## src/rtl/mem_pkg.sv

```systemverilog
// Shared definitions for the unified-memory arbiter: write-size encoding and
// the owner tag that routes each one-cycle-late read response.
package mem_pkg;

    localparam logic [1:0] WR_NONE = 2'b00;
    localparam logic [1:0] WR_BYTE = 2'b01;
    localparam logic [1:0] WR_HALF = 2'b10;
    localparam logic [1:0] WR_WORD = 2'b11;

    // Wide enough for the largest allowed starvation limit (15).
    localparam int STARVE_CNT_W = 4;

    typedef enum logic [1:0] {
        NONE    = 2'd0,
        INSTR   = 2'd1,
        DATA_RD = 2'd2,
        DATA_WR = 2'd3
    } owner_t;

    // Tag for the request granted this cycle; NONE when nothing was granted.
    function automatic owner_t grant_owner(input logic gnt_i, input logic gnt_d,
                                           input logic [1:0] wr);
        owner_t o;
        o = NONE;
        if (gnt_i)
            o = INSTR;
        else if (gnt_d)
            o = (wr != WR_NONE) ? DATA_WR : DATA_RD;
        return o;
    endfunction

endpackage

```

## src/rtl/starve_counter.sv

```systemverilog
// Saturating counter of consecutive refused instruction-fetch cycles; at_limit
// tells the arbiter to hand the next grant to the instruction port.
module starve_counter #(
    parameter int LIMIT = 4,
    parameter int W     = 4
) (
    input  logic clk,
    input  logic rst,
    input  logic inc_i,
    input  logic clr_i,
    output logic at_limit_o
);

    localparam logic [W-1:0] LIM = W'(LIMIT);

    logic [W-1:0] cnt_q, cnt_d;

    // Clear wins over increment; the count never passes LIM.
    always_comb begin
        cnt_d = cnt_q;
        if (clr_i)
            cnt_d = '0;
        else if (inc_i && (cnt_q < LIM))
            cnt_d = cnt_q + 1'b1;
    end

    always_ff @(posedge clk) begin
        if (rst)
            cnt_q <= '0;
        else
            cnt_q <= cnt_d;
    end

    assign at_limit_o = (cnt_q >= LIM);

endmodule

```

## src/rtl/mem_arbiter.sv

```systemverilog
// Arbitrates the core's fetch and data ports onto one single-ported memory:
// data first, with a starvation guard for fetches; responses follow by one cycle.
module mem_arbiter
    import mem_pkg::*;
#(
    parameter int STARVE_LIMIT = 4,
    parameter int ADDR_WIDTH   = 32
) (
    input  logic                  clk,
    input  logic                  rst,

    input  logic                  i_req_valid,
    output logic                  i_req_ready,
    input  logic [ADDR_WIDTH-1:0] i_req_addr,
    output logic                  i_resp_valid,
    output logic [31:0]           i_resp_data,

    input  logic                  d_req_valid,
    output logic                  d_req_ready,
    input  logic [ADDR_WIDTH-1:0] d_req_addr,
    input  logic [1:0]            d_req_wr,
    input  logic [31:0]           d_req_wdata,
    output logic                  d_resp_valid,
    output logic [31:0]           d_resp_data,

    output logic [ADDR_WIDTH-1:0] mem_rd_addr,
    input  logic [31:0]           mem_rd_data,
    output logic [1:0]            mem_wr,
    output logic [ADDR_WIDTH-1:0] mem_wr_addr,
    output logic [31:0]           mem_wr_data
);

    if (STARVE_LIMIT < 1 || STARVE_LIMIT > 15) begin : g_bad_limit
        $error("mem_arbiter: STARVE_LIMIT must be in 1..15");
    end

    logic   at_limit;
    logic   gnt_i, gnt_d;
    logic   starve_inc, starve_clr;
    owner_t owner_q, owner_d;

    // Data wins a conflict unless the fetch port has waited its full quota.
    always_comb begin
        gnt_i = !rst && i_req_valid && (!d_req_valid || at_limit);
        gnt_d = !rst && d_req_valid && !gnt_i;
    end

    assign i_req_ready = gnt_i;
    assign d_req_ready = gnt_d;

    assign starve_inc = i_req_valid && !gnt_i;
    assign starve_clr = gnt_i || !i_req_valid;

    starve_counter #(
        .LIMIT (STARVE_LIMIT),
        .W     (STARVE_CNT_W)
    ) u_starve (
        .clk        (clk),
        .rst        (rst),
        .inc_i      (starve_inc),
        .clr_i      (starve_clr),
        .at_limit_o (at_limit)
    );

    always_comb begin
        mem_rd_addr = '0;
        mem_wr      = WR_NONE;
        mem_wr_addr = '0;
        mem_wr_data = '0;
        if (gnt_i) begin
            mem_rd_addr = i_req_addr;
        end else if (gnt_d) begin
            mem_rd_addr = d_req_addr;
            mem_wr      = d_req_wr;
            if (d_req_wr != WR_NONE) begin
                mem_wr_addr = d_req_addr;
                mem_wr_data = d_req_wdata;
            end
        end
    end

    always_ff @(posedge clk) begin
        if (rst)
            owner_q <= NONE;
        else
            owner_q <= owner_d;
    end

    always_comb begin
        owner_d = grant_owner(gnt_i, gnt_d, d_req_wr);
    end

    // Gating with rst drops a response that was in flight when reset arrived.
    always_comb begin
        i_resp_valid = 1'b0;
        i_resp_data  = '0;
        d_resp_valid = 1'b0;
        d_resp_data  = '0;
        if (!rst) begin
            case (owner_q)
                INSTR: begin
                    i_resp_valid = 1'b1;
                    i_resp_data  = mem_rd_data;
                end
                DATA_RD: begin
                    d_resp_valid = 1'b1;
                    d_resp_data  = mem_rd_data;
                end
                DATA_WR: begin
                    d_resp_valid = 1'b1;
                end
                default: ;
            endcase
        end
    end

endmodule

```

## config.mk

```make
export PLATFORM = sky130hd
export DESIGN_NAME = mem_arbiter
export DESIGN_NICKNAME = d
export VERILOG_FILES = /design/src/rtl/mem_pkg.sv /design/src/rtl/starve_counter.sv /design/src/rtl/mem_arbiter.sv
export SDC_FILE = /design/constraint.sdc
export NUM_CORES = 1
export LEC_CHECK = 0
export CORE_AREA = 5 5 112 114
export CTS_CLUSTER_DIAMETER = 120
export DETAILED_ROUTE_END_ITERATION = 6
export DIE_AREA = 0 0 117 119
export PLACE_DENSITY = 0.64
export SLEW_MARGIN = 5
export SYNTH_ARGS = -nofsm -noshare
export SYNTH_HDL_FRONTEND = slang
export SYNTH_SLANG_ARGS = --single-unit
```

## constraint.sdc

```tcl
create_clock -name clk -period 1.55 [get_ports clk]
set_input_delay 0.155 -clock clk [delete_from_list [all_inputs] [get_ports clk]]
set_output_delay 0.155 -clock clk [all_outputs]
set_load 0.03 [all_outputs]
```

==> summary.txt, run 1 <==
Run status
  • Status: finished with violations
  • Failing checks: negative setup slack

Critical path
  • WP data arrival: 1.60 ns
  • Reg2Reg Setup Slack: 0.29 ns
  • Worst path required time: 1.39 ns
  • Startpoint Class: register
  • RR Endpoint: owner_q[0]
  • Reg2Reg Launch Point: u_starve.cnt_q[3]
  • CP Capture Type: output pin
  • Worst r2r path cells: 5
  • Crit-path max FO: 18
  • WS Path Type: reg2out

Synthesis
  • Synth Register Bits: 6
  • Largest area contributor in the netlist: and2_1
  • Synth top area cells: and2_1 (56%), a22o_1 (19%), dfxtp_1 (8.1%)
  • Syn Std Cell Area: 1481 µm²
  • Syn Nets: 341
  • Yosys Warn Count: 0
  • Synth top area share: 55.74%
  • Synth top cells by count: and2_1 (132), a22o_1 (32), clkbuf_1 (7)
  • Register area share after synthesis: 8.108%
  • Post-synth EDFFs: 0
  • Most frequent cell after synthesis: and2_1
  • Count of different cell masters after synthesis: 21
  • Avg Synthesized Cell Area: 7.191 µm²
  • Async S/R FF share, synth: 0%
  • Post-synth top flop: dfxtp_1
  • Post-Synthesis Cells: 206

Floorplanning
  • Die Wd: 117 µm
  • Rows: 39
  • Die H: 119 µm
  • Io pins: 300
  • Core area: 11320 µm²
  • Die footprint: 13920 µm²
  • Initial Util: 13.09%

Detailed routing
  • Router iterations before antenna repair: 3
  • WL/cell: 18.70 µm
  • Initial DRC count: 61
  • ANT nets after route: 0
  • Vias: 2784
  • Via density: 4.180
  • DRC violations left: 0
  • DRT Wirelength: 12450 µm

Power and ir drop
  • Leak Pwr: 2.552 nW
  • Max IR drop VDD: 254.7 µV
  • Pwr per Cell Area: 381.6 nW/µm²

STA
  • Maximum clock rate: 568.9 MHz
  • PnR worst setup slack: -0.2077 ns
  • Period utilization: 113.4%
  • Clk_skew: 0.002099 ns
  • Fin Setup TNS: -17.43 ns
  • Fin. max-slew vios: 0
  • Post-route minimum period: 1.758 ns
  • Hold Violations, Final: 0
  • # setup viols final: 115
  • RSZ-0062 raised after global routing: yes

Finish
  • Final std cells w/o fill: 666
  • Finished Core Util: 48.35%
  • Share of cells above drive strength 1: 54.68%
  • # nets final: 660
  • Antenna Diode Count: 0
  • Area Overhead vs Synth: 269.5%

Global route
  • Largest net degree at the start of global routing: 36
  • Number of global-route vias before repair: 2920
  • GR Util All Layers: 14.39%
  • First-pass GRT wire length: 15680 µm
  • Initial antenna violation count: 0
  • Global route total overflow: 0

Worst hold path
  • Hold Path Class: in2reg
  • Hold Crit Endpoint: owner_q[1]
  • Min-delay src: d_req_valid
  • Worst Hold Depth: 3

Placed design
  • DP Cell Count: 641
  • Port Buffers: 299
  • Hpwl dp: 9004 µm
  • GPL Wtd Cong: 0.7471

Clock network
  • CTS Root Cell: clkbuf_16
  • TritonCTS sink count: 6
  • Max Buffers Root-to-Sink: 2
  • CTS tree: built
  • Worst-path clk slew: 0.04 ns
  • TritonCTS Buffers: 3
  • Worst-Skew Late Latency: 0.23 ns
  • Htree depth: 1
  • Hold buffer count at cts: 0

Flow run
  • Max_cap viols: 0
## cells by family (layout without fill, tap and decap cells)
group / count (synthesis) / in the layout / synth area share (%)
other: 1 / 1 / 0.2531
AOI/OAI and AO/OA: 34 / 34 / 20.02
adders and majority gates: 1 / 1 / 0.8445
buffers and inverters: 19 / 336 / 8.615
and+or+nand+nor: 145 / 145 / 62.16
DFF: 6 / 6 / 8.108
## flip-flops by register name, summed over array words and instances, names as in the netlist
register        cells
u_starve.cnt_q      4
owner_q             2
## critical path: stages, from the launching register on
cell and delay [ns]:
dfxtp_2 0.32, o21a_4 0.23, buf_4 0.14, nor2_4 0.09, buf_4 0.13, buf_12 0.14, a22o_1 0.16, buf_6 0.14
## final cells by class
class / instances / area, µm²
fillers: 1080 / 5847
repair buffers: 333 / 3650
multi-input cells: 181 / 1446
well taps: 143 / 178.9
flip-flops and latches: 6 / 123.9
clock buffers: 3 / 75.07
## through the flow
step | total power [W] | worst slack, ns | cell area (µm²) | hold WS, ns
finish | 0.002089 | -0.2077 | 5474 | 0.2905
global route | 0.002178 | -0.2728 | 5474 | 0.3069
CTS | 0.001985 | -0.2380 | 4962 | 0.4262
detailed placement | 0.001426 | -0.2563 | 4477 | 0.4200
global placement | 0.001420 | -0.2201 | 4477 | 0.4074
floorplan | 0.0007103 | 0.02022 | 1489 | 0.3106
## placed cells by master, fill, tap and decap left out, drive strengths merged
| cell | netlist | layout |
|---|---|---|
| o21a | 1 | 1 |
| or2 | 1 | 1 |
| clkbuf | 7 | 8 |
| a22o | 32 | 32 |
| nor4b | 1 | 1 |
| nor3 | 1 | 1 |
| nor2b | 2 | 2 |
| nor2 | 4 | 4 |
| conb | 1 | 1 |
| dlymetal6s2s | 0 | 1 |
| nand2b | 2 | 2 |
| dfxtp | 6 | 6 |
| dlygate4sd2 | 0 | 2 |
| nor3b | 1 | 1 |
| and2b | 1 | 1 |
| a21oi | 1 | 1 |
| clkdlybuf4s50 | 0 | 130 |
| and2 | 132 | 132 |
| buf | 12 | 195 |
| ha | 1 | 1 |
## layer usage
layer / vias to the layer above / part of all wire [%] / wire length [µm] / track usage (%)
li1: 1315 / - / - / -
met1: 1254 / 29 / 3663 / 12.55
met2: 194 / 56 / 6918 / 29.62
met3: 21 / 13 / 1584 / 4.970
met4: 0 / 2.3 / 286 / 4.086
met5: - / 0 / 0 / 0
## repair_timing
item	4_1_cts	5_1_grt
pin swaps	14	45
setup endpoints to repair	163	161
gates resized for setup	97	109
gates cloned	3	11
setup buffers	4	6
## where the power goes
part           internal (W)  switching, W  leakage [nW]
logic              0.000826      0.000667          2.46
clock network      0.000332     0.0000979        0.0370
registers          0.000162    0.00000425        0.0502
## worst max path at each step
stage,startpoint,end,slack (ns),depth (start not counted)
after floorplan,owner_q[1],i_resp_data[12],0.02,3
after detailed placement,d_req_valid,mem_wr_data[27],-0.26,6
after CTS,u_starve.cnt_q[3],mem_wr_data[29],-0.24,6
after global placement,d_req_valid,mem_wr_addr[9],-0.22,6
after global routing,u_starve.cnt_q[3],mem_wr_addr[3],-0.27,6
final,u_starve.cnt_q[3],mem_rd_addr[25],-0.21,7
(Power assumes the default switching activity.)
==> run 2, diff against run 1 <==
GPL_TIMING_DRIVEN = 0   (was unset)
==> run 2 against run 1 <==
The run still ends with negative setup slack left. Maximum frequency about the same. Final cell count up 4.2%. Via count up 3.0%. Worst hold slack better by 0.13 ns. Largest cell class unchanged. Highest routed layer is now met5. Largest power group unchanged. Non-clock buffer count up 27.
==> summary.txt, run 2 (synthesized netlist as in run 1, its figures left out) <==
Finish
  • Commonest non-fill, non-tap cell in the layout: buf_6
  • Share of cells above drive strength 1: 61.16% (+6.5 points)
  • Max reg flops: 4 (unchanged)
  • Antenna Diode Count: 0 (unchanged)
  • Largest register by flop count: u_starve.cnt_q
  • Area Overhead vs Synth: 292.2%
  • Largest regs: u_starve.cnt_q (4), owner_q (2)
  • Finished Core Util: 51.33% (+3.0 points)
  • Highest-count cells in the layout ignoring fill and taps: buf_6 (185), clkdlybuf4s50_1 (128), and2_4 (92), and2_1 (40), a22o_1 (32)
  • # nets final: 688 (+4.2%)

Run status
  • Failing checks: negative setup slack
  • Status: finished with violations

Floorplanning
  • Initial Util: 13.09% (unchanged)
  • Io pins: 300 (unchanged)
  • Die H: 119 µm (unchanged)
  • Die footprint: 13920 µm² (unchanged)
  • Core area: 11320 µm² (unchanged)
  • Die Wd: 117 µm (unchanged)
  • Rows: 39 (unchanged)

Critical path
  • Startpoint Class: register
  • CP Capture Type: output pin
  • WP data arrival: 1.60 ns (about the same)
  • Crit-path max FO: 5 (-13)
  • Reg2Reg Setup Slack: 0.22 ns (-0.07 ns)
  • RR Endpoint: owner_q[0]
  • Reg2Reg Launch Point: u_starve.cnt_q[2]
  • Worst r2r path cells: 5 (unchanged)
  • Worst path required time: 1.39 ns (about the same)
  • WS Path Type: reg2out

Power and ir drop
  • Pwr per Cell Area: 370.7 nW/µm² (-2.8%)
  • Max IR drop VDD: 379.4 µV (+49%)
  • Leak Pwr: 2.754 nW (+7.9%)

Global route
  • GR Util All Layers: 15.55% (+1.2 points)
  • Number of global-route vias before repair: 3064 (+4.9%)
  • Global route total overflow: 0 (unchanged)
  • Initial antenna violation count: 1 (+1)
  • First-pass GRT wire length: 17050 µm (+8.7%)
  • Largest net degree at the start of global routing: 11 (-69%)

Detailed routing
  • Via density: 4.131 (-1.2%)
  • Router iterations before antenna repair: 4 (+1)
  • DRT Wirelength: 12660 µm (+1.7%)
  • DRC violations left: 0 (unchanged)
  • Vias: 2867 (+3.0%)
  • WL/cell: 18.25 µm (-2.4%)
  • ANT nets after route: 0 (unchanged)
  • Initial DRC count: 52 (-15%)

Worst hold path
  • Min-delay src: u_starve.cnt_q[0]
  • Hold Crit Endpoint: u_starve.cnt_q[0]
  • Worst Hold Depth: 1 (-2)
  • Hold Path Class: reg2reg

STA
  • Post-route minimum period: 1.758 ns (+0.00009200 ns)
  • # setup viols final: 126 (+9.6%)
  • RSZ-0062 raised after global routing: yes
  • Hold Violations, Final: 0 (unchanged)
  • Maximum clock rate: 568.9 MHz (about the same)
  • Period utilization: 113.4% (about the same)
  • Fin. max-slew vios: 0 (unchanged)
  • Clk_skew: 0.001098 ns (-0.001002 ns)
  • PnR worst setup slack: -0.2078 ns (-0.00009200 ns)

Placed design
  • GPL Wtd Cong: 0.7543 (+0.96%)
  • Port Buffers: 299 (unchanged)
  • Hpwl dp: 9581 µm (+6.4%)
  • Worst slack at placement: -1.076 ns (-0.8201 ns)

Clock network
  • Max Buffers Root-to-Sink: 2 (unchanged)
  • CTS tree: built
  • TritonCTS Buffers: 3 (unchanged)
  • CTS Root Cell: clkbuf_16
  • Worst-path clk slew: 0.03 ns (about the same)
  • Htree depth: 1 (unchanged)
  • Worst-Skew Late Latency: 0.22 ns (about the same)
  • Hold buffer count at cts: 0 (unchanged)
  • TritonCTS sink count: 6 (unchanged)

Flow run
  • Max_cap viols: 0 (unchanged)
run 2: changes by cell type in the layout (fill, tap and decap cells not counted), sizes merged:
cell           delta
clkdlybuf4s50     -2
dlygate4sd2       +3
buf              +26
a21oi             +1
run 2: worst max-delay path by stage:
stage                       from               to  slack, ns  cells after the start
3_5_place_dp                 rst  mem_rd_addr[30]      -1.08                      6
2_1_floorplan         owner_q[1]  i_resp_data[12]       0.02                      3
3_3_place_gp                 rst  mem_rd_addr[25]      -1.09                      6
5_1_grt        u_starve.cnt_q[3]   mem_wr_addr[5]      -0.27                      7
4_1_cts        u_starve.cnt_q[3]  mem_wr_addr[29]      -0.25                      7
6_report       u_starve.cnt_q[3]  mem_wr_addr[25]      -0.21                      7
run 2: cell type report:
type / instances / area [µm²]
well taps: 143 / 178.9
multi-input cells: 182 / 1538
repair buffers: 343 / 3661
flip-flops and latches: 6 / 127.6
plain buffers: 17 / 230.2
clock buffers: 3 / 75.07
fillers: 1031 / 5510
run 2: power breakdown:
group	switching, W	total, W	internal, W	leakage, nW
Clock	0.0000812	0.000412	0.000331	0.0370
Sequential	0.00000397	0.000165	0.000161	0.0507
Combinational	0.000694	0.00158	0.000883	2.67
run 2: per-layer routing:
layer  track usage [%]  routed length, µm  vias to the layer above
li1                  -                  -                     1378
met1             15.12               4142                     1287
met2             31.69               6947                      186
met3             4.919               1403                       14
met4             2.079                156                        2
met5                 0                 13                        -
run 2: worst max-delay path: stages (launching register included):
cell and delay, ns:
dfxtp_4 0.34, o21a_4 0.22, nor3_4 0.13, buf_6 0.16, buf_12 0.13, clkbuf_16 0.13, and2_4 0.13, buf_6 0.12
run 2: timing repair:
item,CTS,global route
setup endpoints to repair,166,164
pin swaps,33,58
setup buffers,29,4
cloned,10,6
gates resized for setup,1182,173
run 2: per-stage QoR:
| stage | total power, W | instances | TNS (ns) | hold slack (ns) | cell area (µm²) |
|---|---|---|---|---|---|
| 5_1_grt | 0.002240 | 694 | -23.64 | 0.4562 | 5811 |
| 3_5_place_dp | 0.001438 | 648 | -151.44 | 0.4167 | 4661 |
| 4_1_cts | 0.002041 | 690 | -19.43 | 0.4225 | 5338 |
| 6_report | 0.002154 | 694 | -15.31 | 0.4212 | 5811 |
| 2_1_floorplan | 0.0007103 | 206 | 0 | 0.3106 | 1489 |
| 3_3_place_gp | 0.001434 | 648 | -150.79 | 0.4081 | 4661 |
==> run 3, diff against run 2 <==
CTS_CLUSTER_SIZE = 14   (was unset)
==> results of run 3 <==
Same layout as run 2: the final DEF is identical, and so are final timing and power.
